<file path="config.mk">
export PLATFORM = sky130hd
export DESIGN_NAME = reorder_buffer
export DESIGN_NICKNAME = d
export VERILOG_FILES = /design/src/rtl/lc3b_types.sv /design/src/rtl/reorder_buffer_rob_ptr.sv /design/src/rtl/reorder_buffer.sv
export SDC_FILE = /design/constraint.sdc
export NUM_CORES = 1
export LEC_CHECK = 0
export BUFFER_PORTS_ARGS = -buffer_cell sky130_fd_sc_hd__buf_2
export CAP_MARGIN = 0
export CORE_MARGIN = 2
export CORE_UTILIZATION = 45
export DETAILED_ROUTE_END_ITERATION = 6
export GPL_TIMING_DRIVEN = 0
export PLACE_DENSITY_LB_ADDON = 0.12
export SKIP_CTS_REPAIR_TIMING = 1
export SYNTH_ARGS = -nofsm -noshare
export SYNTH_HDL_FRONTEND = slang
export SYNTH_SLANG_ARGS = --single-unit
</file>
<file path="constraint.sdc">
create_clock -name clk -period 14.5 [get_ports clk]
set_input_delay 3.625 -clock clk [delete_from_list [all_inputs] [get_ports clk]]
set_output_delay 3.625 -clock clk [all_outputs]
set_load 0.01 [all_outputs]
</file>
<file path="src/rtl/lc3b_types.sv">
// Shared LC-3b types for the out-of-order core, plus the reorder buffer
// entry layout used by reorder_buffer.
package lc3b_types;

  typedef logic [15:0] lc3b_word;
  typedef logic [3:0]  lc3b_opcode;
  typedef logic [2:0]  lc3b_reg;
  typedef logic [2:0]  lc3b_rob_addr;

  // One reorder buffer slot. busy = allocated and not yet committed,
  // done = result has arrived from the CDB.
  typedef struct packed {
    logic       busy;
    logic       done;
    lc3b_opcode opcode;
    lc3b_reg    dest;
    lc3b_word   value;
    logic       predict;
    lc3b_word   pc;
  } rob_entry;

endpackage

</file>
<file path="src/rtl/reorder_buffer_rob_ptr.sv">
// Modulo-2**width pointer used for the reorder buffer head and tail.
// clr has priority over inc; wrap-around is the natural binary rollover.
module rob_ptr #(
  parameter int width = 3
) (
  input  logic             clk,
  input  logic             rst,
  input  logic             inc,
  input  logic             clr,
  output logic [width-1:0] value
);

  // Pointer register: clear, else advance by one.
  // NOTE: sequential state uses non-blocking assignments so every flop
  // samples pre-edge values, independent of block evaluation order.
  always_ff @(posedge clk or posedge rst) begin
    if (rst)      value <= '0;
    else if (clr) value <= '0;
    else if (inc) value <= value + width'(1);
  end

endmodule

</file>
<file path="src/rtl/reorder_buffer.sv">
// Circular reorder buffer feeding in-order commit.
// Dispatch allocates at the tail, the CDB marks entries done, the commit
// controller pops the head with RE, and flush empties everything.
// Build option: define ROB_BYPASS_EN to forward a same-cycle CDB write
// combinationally to the head outputs and the two operand read ports.
module reorder_buffer
  import lc3b_types::*;
#(
  parameter int data_width = 16,
  parameter int depth      = 8    // must equal 2**$bits(lc3b_rob_addr)
) (
  input  logic                  clk,
  input  logic                  rst,
  input  logic                  WE,
  input  lc3b_opcode            inst_opcode,
  input  lc3b_reg               inst_dest,
  input  logic [15:0]           inst_pc,
  input  logic                  inst_predict,
  output lc3b_rob_addr          alloc_addr,
  output logic                  full,
  output logic                  empty,
  input  logic                  cdb_valid,
  input  lc3b_rob_addr          cdb_tag,
  input  logic [data_width-1:0] cdb_value,
  input  lc3b_rob_addr          rd_tag_a,
  input  lc3b_rob_addr          rd_tag_b,
  output logic [data_width-1:0] rd_value_a,
  output logic [data_width-1:0] rd_value_b,
  output logic                  rd_done_a,
  output logic                  rd_done_b,
  input  logic                  RE,
  input  logic                  flush,
  output logic                  valid_out,
  output lc3b_opcode            opcode_out,
  output lc3b_reg               dest_out,
  output logic [data_width-1:0] value_out,
  output logic                  predict_out,
  output logic [15:0]           pc_out,
  output lc3b_rob_addr          head_addr
);

  localparam int addr_w = $bits(lc3b_rob_addr);

  rob_entry           entries [depth];
  lc3b_rob_addr       head;
  lc3b_rob_addr       tail;
  logic [addr_w:0]    count;

  logic do_alloc;
  logic do_pop;
  logic do_cdb;

  assign full       = (count == (addr_w + 1)'(depth));
  assign empty      = (count == '0);
  assign alloc_addr = tail;
  assign head_addr  = head;

  // Flush overrides everything. A full buffer never accepts dispatch, even
  // when the head pops in the same cycle. A CDB write to the entry being
  // popped is dropped so the freed slot is left clean.
  assign do_alloc = WE & ~full & ~flush;
  assign do_pop   = RE & ~empty & ~flush;
  assign do_cdb   = cdb_valid & entries[cdb_tag].busy & ~flush
                    & ~(do_pop & (cdb_tag == head));

  rob_ptr #(.width(addr_w)) u_head (
    .clk   (clk),
    .rst   (rst),
    .inc   (do_pop),
    .clr   (flush),
    .value (head)
  );

  rob_ptr #(.width(addr_w)) u_tail (
    .clk   (clk),
    .rst   (rst),
    .inc   (do_alloc),
    .clr   (flush),
    .value (tail)
  );

  // Occupancy: +1 on allocate, -1 on pop, unchanged when both happen.
  always_ff @(posedge clk or posedge rst) begin
    if (rst) begin
      count <= '0;
    end else if (flush) begin
      count <= '0;
    end else begin
      case ({do_alloc, do_pop})
        2'b10:   count <= count + (addr_w + 1)'(1);
        2'b01:   count <= count - (addr_w + 1)'(1);
        default: count <= count;
      endcase
    end
  end

  // Entry array: flush clears status bits; pop, CDB and dispatch update
  // disjoint slots (tail is never busy while dispatch is allowed).
  // NOTE: the whole array is reset, not just busy/done, because it is a
  // handful of flops and a defined payload keeps the head outputs clean.
  always_ff @(posedge clk or posedge rst) begin
    if (rst) begin
      for (int i = 0; i < depth; i++) entries[i] <= '0;
    end else if (flush) begin
      for (int i = 0; i < depth; i++) begin
        entries[i].busy <= 1'b0;
        entries[i].done <= 1'b0;
      end
    end else begin
      if (do_pop) begin
        entries[head].busy <= 1'b0;
        entries[head].done <= 1'b0;
      end
      if (do_cdb) begin
        entries[cdb_tag].done  <= 1'b1;
        entries[cdb_tag].value <= cdb_value;
      end
      if (do_alloc) begin
        entries[tail] <= '{busy: 1'b1, done: 1'b0, opcode: inst_opcode,
                           dest: inst_dest, value: '0,
                           predict: inst_predict, pc: inst_pc};
      end
    end
  end

  // Head and operand read ports, with optional same-cycle CDB forwarding.
  // NOTE: every output gets a default first so no path leaves a latch.
  always_comb begin
    valid_out   = entries[head].busy & entries[head].done;
    opcode_out  = entries[head].opcode;
    dest_out    = entries[head].dest;
    value_out   = entries[head].value;
    predict_out = entries[head].predict;
    pc_out      = entries[head].pc;
    rd_done_a   = entries[rd_tag_a].busy & entries[rd_tag_a].done;
    rd_value_a  = entries[rd_tag_a].value;
    rd_done_b   = entries[rd_tag_b].busy & entries[rd_tag_b].done;
    rd_value_b  = entries[rd_tag_b].value;
`ifdef ROB_BYPASS_EN
    if (cdb_valid & entries[head].busy & (cdb_tag == head)) begin
      valid_out = 1'b1;
      value_out = cdb_value;
    end
    if (cdb_valid & entries[rd_tag_a].busy & (cdb_tag == rd_tag_a)) begin
      rd_done_a  = 1'b1;
      rd_value_a = cdb_value;
    end
    if (cdb_valid & entries[rd_tag_b].busy & (cdb_tag == rd_tag_b)) begin
      rd_done_b  = 1'b1;
      rd_value_b = cdb_value;
    end
`endif
  end

endmodule

</file>
==> out/metrics.cfg, run 1 <==
[outcome]
status = completed

[finish]
fin_nets = 1552
fin_cells = 2057
final_cell_area_mm2 = 0.0212
syn_to_final_growth_pct = 15.0
nFillCells = 3519
drive_gt1_share_pct = 43.8

[setup_path]
cp-startpoint = rd_tag_a[0]
end_kind = output pin
cpMostUsedCell = clkbuf_1
critPathCapture = rd_value_a[10]
start_kind = primary input
reg2reg_to = entries[18]
crit_buf_inv = 3
rrSetupSlack_ns = 10.87
cp_top_family = buffers and inverters
slowest_delay_ns = 0.77
reg2regPathDepth = 9
required_ns = 10.88
worst-path-max-fanout = 10
slowest_stage = clkbuf_1
r2r-start = count[0]
cp_cell_sequence = clkbuf_1 -> clkbuf_1 -> mux4_2 -> mux2_2 -> buf_2
crit_type = in -> out
worstPathArrival_ns = 6.15
path_depth = 5

[yosys]
ys_seq_area_share_pct = 46.9
ys_ff_latch = 346
yosysTopAreaCell = dfrtp_1
syn_inst = 1316
synth_top_area_share_pct = 46.9
synth_area_leaders = dfrtp_1 (47%), mux4_2 (18%), mux2_2 (16%), mux2i_1 (7.1%), nor2_1 (3.0%)
synth_cell_types = 44
syn_area_mm2 = 0.0185
syn-mean-instance-area_um2 = 14.0
synth-edff-count = 0
syn_nets = 1375
yosys_most_used_dff = dfrtp_1
synth-warning-count = 0
synth_async_sr_flop_share_pct = 100

[sta]
rsz0062_at_grt = no
clock_skew_ns = 0.0153
drv_slew = 0
period_needed_ns = 9.78
period_share_pct = 67.4
max_freq_mhz = 102
relSlewSlack_pct = 3.80
finalSetupViolCount = 0
worst_slew_pin_slew_ns = 1.44
finalHoldViolations = 0

[floorplan]
coreArea_mm2 = 0.0406
die_x_um = 207
dieHeight_um = 207
rows = 74
ios = 138
start_util_pct = 45.4
dieArea_mm2 = 0.0427

[placed_design]
placedCellCount = 1982
placed_area_mm2 = 0.0199
gp_routability_congestion = 0.858
hpwl_um = 38600
io_buffer_count = 130

[route]
via_per_inst = 6.06
wl_per_cell_um = 28.9
drtPass1Iterations = 5
first_iter_violations = 1060
vias = 12500
routed_wl_um = 59500
drtAntennaViolNets = 0
drc = 0

[clock_tree]
htreeDepth = 2
cts_made_buffers = 41
cts_tree = built
cts_root_buffer = clkbuf_16
insertion_delay_ns = 0.57
clk_path_buf_depth = 3
clk_pin_slew_ns = 0.06
clock_sinks = 346

[hold_path]
hold_path_class = reg -> reg
hold_start = entries[333]

[power_and_ir_drop]
peakVddDrop_mv = 0.115
p_leak_nw = 9.92
power_density_mw_per_mm2 = 146

[global_routing]
grt_max_degree = 105
antenna_found_initial = 3
overflow = 0
grt_first_pass_wirelength_um = 87200
grt_pass1_vias = 12700
grtUsageTotal_pct = 28.7

[job]
cap_violations = 0

-- state kept, by name (all words and copies together), names as in the netlist --
| signal | cells |
|---|---|
| u_tail.value | 3 |
| entries | 336 |
| count | 4 |
| u_head.value | 3 |
-- through the flow --
step	setup TNS, ns	hold slack, ns	worst slack (ns)	util, %	power, mW
CTS	0	0.488	4.68	52.2	3.13
global route	0	0.505	4.64	52.2	3.24
floorplan	0	0.453	1.28	-	1.80
detailed placement	0	0.474	4.68	48.9	2.10
global placement	-995.82	0.466	-2.92	48.7	2.08
finish	0	0.482	4.72	52.2	3.11
-- cells by family after synthesis --
group | after synthesis | synth area share, %
multiplexers | 545 | 41.5
flip-flops | 346 | 46.9
AND/OR/NAND/NOR | 241 | 5.92
buffers and inverters | 124 | 3.14
AO/OA/AOI/OAI | 45 | 1.74
XOR/XNOR | 10 | 0.474
adder cells (fa/ha/maj) | 5 | 0.325
-- report_power, final --
part           leakage [nW]  switching [mW]  internal [mW]
sequential             4.67          0.0877           1.13
combinational          4.60           0.426          0.433
clock                 0.654           0.427          0.604
total                  9.92           0.940           2.17
-- placed cells by master, fill, tap and decap left out, drive strengths merged, types with 3 or more instances in the layout --
master / netlist / routed
buf: 62 / 196
nor2b: 18 / 18
clkbuf: 57 / 115
nor4: 9 / 9
xnor2: 5 / 5
or3: 4 / 4
diode: 0 / 3
nand2: 26 / 26
inv: 5 / 7
a21oi: 15 / 15
clkinv: 0 / 8
ha: 4 / 4
nor3: 9 / 9
or4: 4 / 4
nand2b: 5 / 5
mux2: 264 / 264
a211oi: 4 / 4
xor2: 5 / 5
dfrtp: 346 / 346
o211ai: 4 / 4
o21ai: 13 / 13
nor2: 149 / 149
mux2i: 131 / 131
nand3: 11 / 11
mux4: 150 / 150
-- cells in the mapped netlist, types with 5 or more instances --
master,number
dfrtp_1,346
mux2_2,255
mux4_2,150
nor2_1,147
mux2i_1,131
clkbuf_1,57
buf_2,34
nand2_1,25
nor2b_1,18
buf_1,17
a21oi_1,15
o21ai_0,13
nand3_1,11
mux2_1,9
nor3_1,9
buf_6,8
inv_1,5
nand2b_1,5
nor4_2,5
xnor2_1,5
xor2_1,5
-- layout make-up --
type | count | area [um^2] | area share, %
antenna | 3 | 7.51 | 0.0354
buffer | 119 | 564 | 2.66
clock buffer | 58 | 1180 | 5.56
clock inverter | 14 | 155 | 0.731
inverter | 5 | 26.3 | 0.124
multi-input combinational | 846 | 9220 | 43.5
sequential | 346 | 8660 | 40.8
tap | 532 | 666 | 3.14
timing repair buffer | 134 | 744 | 3.51
-- layer usage --
| layer | up-vias | track usage [%] | wire length, um |
|---|---|---|---|
| met1 | 6608 | 39.8 | 25300 |
| met5 | - | 0 | 0 |
| met3 | 131 | 4.84 | 3880 |
| met4 | 0 | 10.2 | 2000 |
| met2 | 482 | 45.9 | 28300 |
| li1 | 5253 | - | - |
-- how the worst min path moves through the flow --
stage / endpoint / slack [ns] / cells after the start
after floorplan: entries[120] / 0.45 / 1
after global placement: entries[301] / 0.47 / 1
after detailed placement: entries[310] / 0.47 / 1
after CTS: entries[310] / 0.49 / 1
after global routing: entries[267] / 0.51 / 1
final: entries[333] / 0.48 / 1
(Power assumes the default switching activity.)
==> run 2, diff against run 1 <==
Clock period 14.5 ns to 10.1 ns, I/O delays scaled along.
==> out/metrics.cfg, run 2 (synthesis results as in run 1) <==
[route]
wl_per_cell_um = 28.7  ; -0.68%
first_iter_violations = 1060  ; unchanged
drtAntennaViolNets = 0  ; unchanged
via_per_inst = 6.10  ; +0.55%
routed_wl_um = 59100  ; -0.63%
drtPass1Iterations = 6  ; +1
vias = 12500  ; +0.60%
drc = 0  ; unchanged

[setup_path]
rrSetupSlack_ns = 6.51  ; -4.36 ns
worstPathArrival_ns = 5.01  ; -1.14 ns
end_kind = output pin
start_kind = primary input
worst-path-max-fanout = 10  ; unchanged
reg2regPathDepth = 9  ; unchanged
required_ns = 7.58  ; -3.30 ns
crit_type = in -> out

[outcome]
status = completed

[clock_tree]
htreeDepth = 2  ; unchanged
cts_root_buffer = clkbuf_16
cts_tree = built
insertion_delay_ns = 0.57  ; about the same
clk_path_buf_depth = 3  ; unchanged
cts_made_buffers = 41  ; unchanged
clock_sinks = 346  ; unchanged
clk_pin_slew_ns = 0.06  ; about the same

[power_and_ir_drop]
power_density_mw_per_mm2 = 210  ; +44%
power_mw = 4.48  ; +44%
peakVddDrop_mv = 0.131  ; +15%
p_leak_nw = 9.97  ; +0.50%

[floorplan]
dieArea_mm2 = 0.0427  ; unchanged
coreArea_mm2 = 0.0406  ; unchanged
start_util_pct = 45.4  ; unchanged
die_x_um = 207  ; unchanged
dieHeight_um = 207  ; unchanged
rows = 74  ; unchanged
ios = 138  ; unchanged

[placed_design]
hpwl_um = 38900  ; +0.68%
placedCellCount = 1987  ; +0.25%
place_ws_ns = 2.53  ; -2.15 ns
io_buffer_count = 130  ; unchanged
gp_routability_congestion = 0.885  ; +3.1%

[global_routing]
antenna_found_initial = 4  ; +1
overflow = 0  ; unchanged
grt_pass1_vias = 12700  ; -0.74%
grt_first_pass_wirelength_um = 87000  ; -0.21%
grt_max_degree = 43  ; -59%
grtUsageTotal_pct = 28.7  ; -0.043 points

[finish]
drive_gt1_share_pct = 44.0  ; +0.20 points
fin_cells = 2058  ; +0.049%
syn_to_final_growth_pct = 15.5
final_common_cell = dfrtp_1
seqCellArea_mm2 = 0.00866  ; unchanged
final_cell_mix = dfrtp_1 (346), mux2_2 (255), buf_2 (166), mux4_2 (150), nor2_1 (147)
nFillCells = 3522  ; +0.085%
fin_nets = 1557  ; +0.32%
largestRegisters = entries (336), count (4)
multi_input_area_mm2 = 0.00922  ; unchanged
largest_reg_flops = 336  ; unchanged
largest_register = entries

[sta]
worst_slew_pin_slew_ns = 1.45  ; +0.00729 ns
setup-tns-final_ns = 0  ; unchanged
finalHoldViolations = 0  ; unchanged
relSlewSlack_pct = 3.31  ; -0.49 points
rsz0062_at_grt = no
clock_skew_ns = 0.0142  ; -0.00114 ns
drv_slew = 0  ; unchanged
max_freq_mhz = 133
worst_slack_ns = 2.57  ; -2.15 ns
period_share_pct = 74.6
period_needed_ns = 7.53
finalSetupViolCount = 0  ; unchanged

[hold_path]
min_path_cells = 1  ; unchanged
hold_path_class = reg -> reg

[job]
cap_violations = 0  ; unchanged

-- run 2: cell count changes in the layout (fill, tap and decap cells not counted), moves of 2 or more --
cell	delta
buf_12	+9
buf_16	-3
clkinv_2	+2
inv_6	-2
-- run 2: through the flow --
stage / utilization [%] / area [um^2] / hold slack (ns)
floorplan: - / 18500 / 0.453
global placement: 48.7 / 19800 / 0.463
detailed placement: 49.1 / 20000 / 0.475
CTS: 52.4 / 21300 / 0.488
global route: 52.4 / 21300 / 0.510
finish: 52.4 / 21300 / 0.483
-- run 2: power by group --
group	switching (mW)	total, mW	internal (mW)
clock network	0.604	1.50	0.899
logic	0.612	1.23	0.622
registers	0.125	1.75	1.62
total	1.34	4.48	3.14
-- run 2: metal layers --
| layer | track usage (%) | vias to the layer above | share of wire [%] |
|---|---|---|---|
| met1 | 39.6 | 6636 | 41 |
| met3 | 4.85 | 134 | 7.5 |
| li1 | - | 5256 | - |
| met2 | 45.5 | 519 | 47 |
| met5 | 0 | - | 0.032 |
| met4 | 11.2 | 4 | 3.7 |
-- run 2: final cells by class --
type / instances / share of cell area, %
multi-input cells: 846 / 43.3
flip-flops and latches: 346 / 40.6
clock buffers: 57 / 5.62
repair buffers: 139 / 3.90
well taps: 532 / 3.12
plain buffers: 119 / 2.65
clock inverters: 12 / 0.687
inverters: 5 / 0.106
diodes: 2 / 0.0235
-- run 2: worst max-delay path: stages --
cell and delay (ns):
clkbuf_1 0.79, clkbuf_1 0.62, mux4_2 0.59, mux2_2 0.31
buf_2 0.15
-- run 2: final timing paths --
check	start	to
max	rd_tag_a[0]	rd_value_a[13]
min	entries[121]	entries[121]
max reg2reg	count[0]	entries[24]
min reg2reg	entries[121]	entries[121]
max in group asynchronous	rst	entries[63]
min in group asynchronous	rst	entries[131]
